[src/rtl/sine_voice_scheduler.sv]
// sine_voice_scheduler: shares one quarter-wave sine ROM across NUM_VOICES phase
// accumulators and sums the signed per-voice samples into one mixed sample per request.
module sine_voice_scheduler #(
  parameter int NUM_VOICES = 3,
  parameter int STEP_W     = 20,
  parameter int PHASE_W    = 22
) (
  input  logic                         clk,
  input  logic                         reset_n,
  input  logic                         generate_next,
  input  logic [NUM_VOICES-1:0]        voice_en,
  input  logic [NUM_VOICES*STEP_W-1:0] step_sizes,
  output logic [9:0]                   rom_addr,
  input  logic [15:0]                  rom_dout,
  output logic [17:0]                  mix_sample,
  output logic                         sample_ready,
  output logic                         busy,
  output logic                         overrun
);

  typedef enum logic [1:0] {
    S_IDLE = 2'd0,
    S_ADDR = 2'd1,
    S_DATA = 2'd2,
    S_DONE = 2'd3
  } state_t;

  localparam logic [1:0] LAST_V = 2'(NUM_VOICES - 1);

  state_t             r_state;
  state_t             w_state_next;
  logic [1:0]         r_v;
  logic [1:0]         w_v_next;
  logic               w_last_voice;
  logic [PHASE_W-1:0] r_phase [NUM_VOICES];
  logic [STEP_W-1:0]  w_step;
  logic [17:0]        w_sample;
  logic [17:0]        r_acc;
  logic [17:0]        w_acc_next;
  logic [17:0]        r_mix;
  logic [9:0]         r_rom_addr;
  logic [9:0]         w_rom_addr_next;
  logic               r_ready;
  logic               w_ready_next;
  logic               r_busy;
  logic               w_busy_next;
  logic               r_overrun;
  logic               w_overrun_next;

  // Quarter-wave fold: the mirror bit reflects the ROM index within the half period.
  function automatic logic [9:0] fold_addr(input logic [PHASE_W-1:0] ph);
    logic [9:0] idx;
    idx = ph[PHASE_W-3 -: 10];
    return ph[PHASE_W-2] ? ~idx : idx;
  endfunction

  function automatic logic [17:0] signed_sample(input logic [15:0] d, input logic neg);
    logic [17:0] ext;
    ext = {{2{d[15]}}, d};
    return neg ? (18'd0 - ext) : ext;
  endfunction

  assign w_last_voice = (r_v == LAST_V);

  // State and voice-index register.
  always_ff @(posedge clk) begin
    if (!reset_n) begin
      r_state <= S_IDLE;
      r_v     <= 2'd0;
    end else begin
      r_state <= w_state_next;
      r_v     <= w_v_next;
    end
  end

  // Next-state and next-voice selection.
  always_comb begin
    w_state_next = r_state;
    w_v_next     = r_v;
    case (r_state)
      S_IDLE: begin
        if (generate_next) begin
          w_state_next = S_ADDR;
          w_v_next     = 2'd0;
        end else begin
          w_state_next = S_IDLE;
        end
      end
      S_ADDR: w_state_next = S_DATA;
      S_DATA: begin
        if (w_last_voice) begin
          w_state_next = S_DONE;
        end else begin
          w_state_next = S_ADDR;
          w_v_next     = r_v + 2'd1;
        end
      end
      S_DONE:  w_state_next = S_IDLE;
      default: w_state_next = S_IDLE;
    endcase
  end

  // Output decode, evaluated one cycle ahead so every output comes straight from a flop.
  always_comb begin
    w_rom_addr_next = 10'd0;
    if (w_state_next == S_ADDR) begin
      w_rom_addr_next = fold_addr(r_phase[w_v_next]);
    end else begin
      w_rom_addr_next = 10'd0;
    end
    w_busy_next    = (w_state_next != S_IDLE);
    w_ready_next   = (w_state_next == S_DONE);
    w_overrun_next = generate_next && (r_state != S_IDLE);
  end

  // Per-voice arithmetic for the voice currently in its DATA cycle.
  always_comb begin
    w_step   = step_sizes[int'(r_v) * STEP_W +: STEP_W];
    w_sample = signed_sample(rom_dout, r_phase[r_v][PHASE_W-1]);
    if (voice_en[r_v]) begin
      w_acc_next = r_acc + w_sample;
    end else begin
      w_acc_next = r_acc;
    end
  end

  // Accumulator, phases and mixed-sample register.
  always_ff @(posedge clk) begin
    if (!reset_n) begin
      r_acc <= 18'd0;
      r_mix <= 18'd0;
      for (int i = 0; i < NUM_VOICES; i++) begin
        r_phase[i] <= {PHASE_W{1'b0}};
      end
    end else begin
      case (r_state)
        S_IDLE: begin
          if (generate_next) begin
            r_acc <= 18'd0;
          end
        end
        S_DATA: begin
          r_acc <= w_acc_next;
          // A disabled voice restarts from phase zero when it is next enabled.
          if (voice_en[r_v]) begin
            r_phase[r_v] <= r_phase[r_v] + {{(PHASE_W-STEP_W){1'b0}}, w_step};
          end else begin
            r_phase[r_v] <= {PHASE_W{1'b0}};
          end
          if (w_last_voice) begin
            r_mix <= w_acc_next;
          end
        end
        default: ;
      endcase
    end
  end

  // Registered outputs.
  always_ff @(posedge clk) begin
    if (!reset_n) begin
      r_rom_addr <= 10'd0;
      r_ready    <= 1'b0;
      r_busy     <= 1'b0;
      r_overrun  <= 1'b0;
    end else begin
      r_rom_addr <= w_rom_addr_next;
      r_ready    <= w_ready_next;
      r_busy     <= w_busy_next;
      r_overrun  <= w_overrun_next;
    end
  end

  assign rom_addr     = r_rom_addr;
  assign mix_sample   = r_mix;
  assign sample_ready = r_ready;
  assign busy         = r_busy;
  assign overrun      = r_overrun;

endmodule

[config.mk]
export PLATFORM = sky130hd
export DESIGN_NAME = sine_voice_scheduler
export DESIGN_NICKNAME = d
export VERILOG_FILES = /design/src/rtl/sine_voice_scheduler.sv
export SDC_FILE = /design/constraint.sdc
export NUM_CORES = 1
export LEC_CHECK = 0
export ABC_AREA = 1
export CAP_MARGIN = 20
export CORE_ASPECT_RATIO = 1.5
export CORE_MARGIN = 4
export CORE_UTILIZATION = 40
export DETAILED_ROUTE_END_ITERATION = 6
export GPL_ROUTABILITY_DRIVEN = 0
export HOLD_SLACK_MARGIN = 0.15
export SKIP_CTS_REPAIR_TIMING = 1
export SYNTH_ARGS = -nofsm -noshare
export SYNTH_HDL_FRONTEND = slang
export SYNTH_SLANG_ARGS = --single-unit
[constraint.sdc]
create_clock -name clk -period 3.8 [get_ports clk]
set_input_delay 0.38 -clock clk [delete_from_list [all_inputs] [get_ports clk]]
set_output_delay 0.38 -clock clk [all_outputs]
set_load 0.03 [all_outputs]
==> reports/summary.txt <==
Tot GR Track Use = 22.6%
Vias in the first global route = 8680
Ranking of synthesized cells by area = edfxtp_1, dfxtp_1, nand2_1, nor2_1, o21ai_0
Setup crit end kind = flip-flop
Yosys warning count = 0
Final Max Tran Viols = 0
Final core utilization = 50.5%
CTS Root Cell = clkbuf_16
Hold Vio Cnt, Final = 0
Total chip power = 4.45 mW
Post-Syn Area = 8960 um2
FFs w/ async S/R, synth = 0%
First-pass GRT wire length = 43800 um
CTS tree = yes
Finish-stage setup viols = 0
Post-synthesis sequential element count = 141
Register area share after synthesis = 41.3%
Final WS setup = 0.494 ns
Die Y = 191 um
Sw Pwr = 1.36 mW
Final worst path period share = 87.0%
Die ar. = 24900 um2
Max transition margin = 57.6%
Area of the multi-input gates = 4610 um2
Worst Tran Pin Value = 0.633 ns
Clock power share = 39.9%
Critical Path RT = 3.97 ns
Post-DRT Antenna Nets = 0
Worst slack, placed = 0.397 ns
Num CTS Buffers = 17
CP Launch Type = flip-flop
Cell area power density = 402 nW/um2
Slowest stage delay, CP = 0.47 ns
Crit path top cell by count = nand2_1
Layout area overhead = 23.4%
Critical path's slowest cell = dfxtp_2
Initial antenna violation count = 0
DRC viols = 0
Status = complete, no violations
Final setup TNS = 0 ns
Total grt overflow = 0
Cell taking the most area after synthesis = edfxtp_1
Hold Path Depth = 2
Synth top area share = 29.5%
Synth Flop Type = edfxtp_1
Commonest non-fill, non-tap cell in the layout = nand2_1
Detailed Place HPWL = 19900 um
Worst-path clk slew = 0.07 ns
Clk Latency, worst-skew pair = 0.43 ns
Critical Path AT = 3.48 ns
EDFF count, synth = 88
Share of cells above drive strength 1 = 6.60%
Sequential Area = 3700 um2
Sw frac = 30.7%
Final min period = 3.31 ns
Peak VDD IR = 0.000305 V
Layout Skew = 0.00810 ns
WL/cell = 16.9 um
Fill cells = 2123
Largest net degree at the start of global routing = 49
Avg Cell Area, Syn = 7.33 um2
Critical Path, Cell by Cell = inv_2 -> buf_12 -> o21ai_0 -> o22ai_1 -> ha_1 -> fa_1 -> nand2_1 -> nand2_1 -> o21ai_0 -> o21ai_1 -> nand2_1 -> nand2_1 -> nand2_1 -> nand2_1 -> or2_2 -> nand3_1 -> nor2_1
DR vias = 8527
Clock buffer depth = 2
Crit-path max FO = 48
P_int = 3.08 mW
DR vias/cell = 5.26
Core region area = 21900 um2
Synthesized instance count = 1223
P_leak = 4.75 nW
CTS sink count = 141
Worst reg-to-reg path cell count = 17
ANT cells = 0
Die width = 130 um
Yosys cell types = 45
Pre-antenna DRT Iters = 6
Hold WC Path Type = reg2reg
Commonest cells after routing, fill and taps aside = nand2_1, nor2_1, o21ai_0
WS Path Type = reg2reg
Max Cap Violations = 0
Routed WL = 27400 um
Mapped Nets = 1350
Number of port buffers = 112
Initial core utilization = 41.0%
Combinational fraction of design power = 21.8%
FP Rows = 66
Fmax = 302 MHz
Hold slack final = 0.451 ns
Flop pwr share = 38.3%
Ports = 113
RSZ-0062 raised after global routing = no
Number of DRC markers in iteration 0 = 480
H-tree depth = 4
Nets = 1463
[cell usage after synthesis (2+ instances only)]
master / instances
a21boi_0: 3
a21o_1: 5
a21oi_1: 50
a31oi_1: 4
buf_1: 2
buf_2: 3
buf_4: 3
clkbuf_1: 35
dfxtp_1: 53
edfxtp_1: 88
fa_1: 2
ha_1: 43
inv_1: 112
inv_2: 10
nand2_1: 264
nand3_1: 76
nand3b_1: 5
nand4_1: 4
nor2_1: 218
nor2_2: 2
nor3_1: 8
nor3_2: 3
nor4_1: 2
o211ai_1: 7
o21a_1: 3
o21ai_0: 137
o21ai_1: 5
o21ai_2: 2
o21bai_1: 7
o22ai_1: 27
or2_2: 8
xnor2_1: 6
xor2_1: 14
[power by group through the flow]
stage | Clock, mW | Combinational, mW | Sequential, mW
floorplan | 0 | 0.624 | 1.75
detailed placement | 0 | 0.966 | 1.74
global route | 1.87 | 1.09 | 1.71
CTS | 1.79 | 0.973 | 1.70
finish | 1.77 | 0.971 | 1.70
global placement | 0 | 0.960 | 1.73
[path summary, 6_finish.rpt]
path                    end            from  slack (ns)
max reg2reg  r_phase[0][14]          r_v[0]        0.49
min          mix_sample[10]  mix_sample[10]        0.45
max          r_phase[0][14]          r_v[0]        0.49
min reg2reg  mix_sample[10]  mix_sample[10]        0.45
[registers in the layout, summed over array words and instances, names as in the netlist]
register / cells
r_acc: 18
r_v: 2
r_phase: 88
mix_sample: 18
busy: 1
rom_addr: 10
r_state: 2
overrun: 1
sample_ready: 1
[layer usage]
metal | wire length, um | global-route usage, % | share of wire [%] | up-vias
met5 | 0 | 0 | 0 | -
met4 | 1490 | 12.8 | 5.4 | 0
met3 | 991 | 4.14 | 3.6 | 86
met2 | 14500 | 41.8 | 53 | 214
met1 | 10400 | 23.3 | 38 | 3915
li1 | - | - | - | 4312
[final cells by class]
cell class | instances | area share [%]
timing repair buffer | 138 | 12.0
tap | 272 | 3.08
clock buffer | 18 | 3.88
inverter | 123 | 4.17
clock inverter | 14 | 1.65
sequential | 141 | 33.5
multi-input combinational | 915 | 41.7
[worst max-delay path, delay by kind of cell (launching register included)]
family / cells / cell delay [ns]
flip-flops: 1 / 0.47
AND/OR/NAND/NOR: 9 / 0.97
buffers and inverters: 2 / 0.33
AO/OA/AOI/OAI: 4 / 0.57
adder cells (fa/ha/maj): 2 / 0.68
[metrics by stage]
stage / area, um2 / instances
2_1_floorplan: 8960 / 1223
3_3_place_gp: 10400 / 1589
3_5_place_dp: 10400 / 1589
4_1_cts: 11100 / 1621
5_1_grt: 11100 / 1621
6_report: 11100 / 1621
[cell families (layout without fill, tap and decap cells)]
logic type      count (synthesis)  count (layout)  share of synthesized area, %
compound gates                255             255                          15.8
fa+ha+maj                      45              45                          6.45
flops                         141             141                          41.3
buf+inv                       167             293                          7.25
simple gates                  594             594                          27.1
xor+xnor                       20              20                          1.95
mux                             1               1                         0.112
Power figures use the tool's default switching activity.
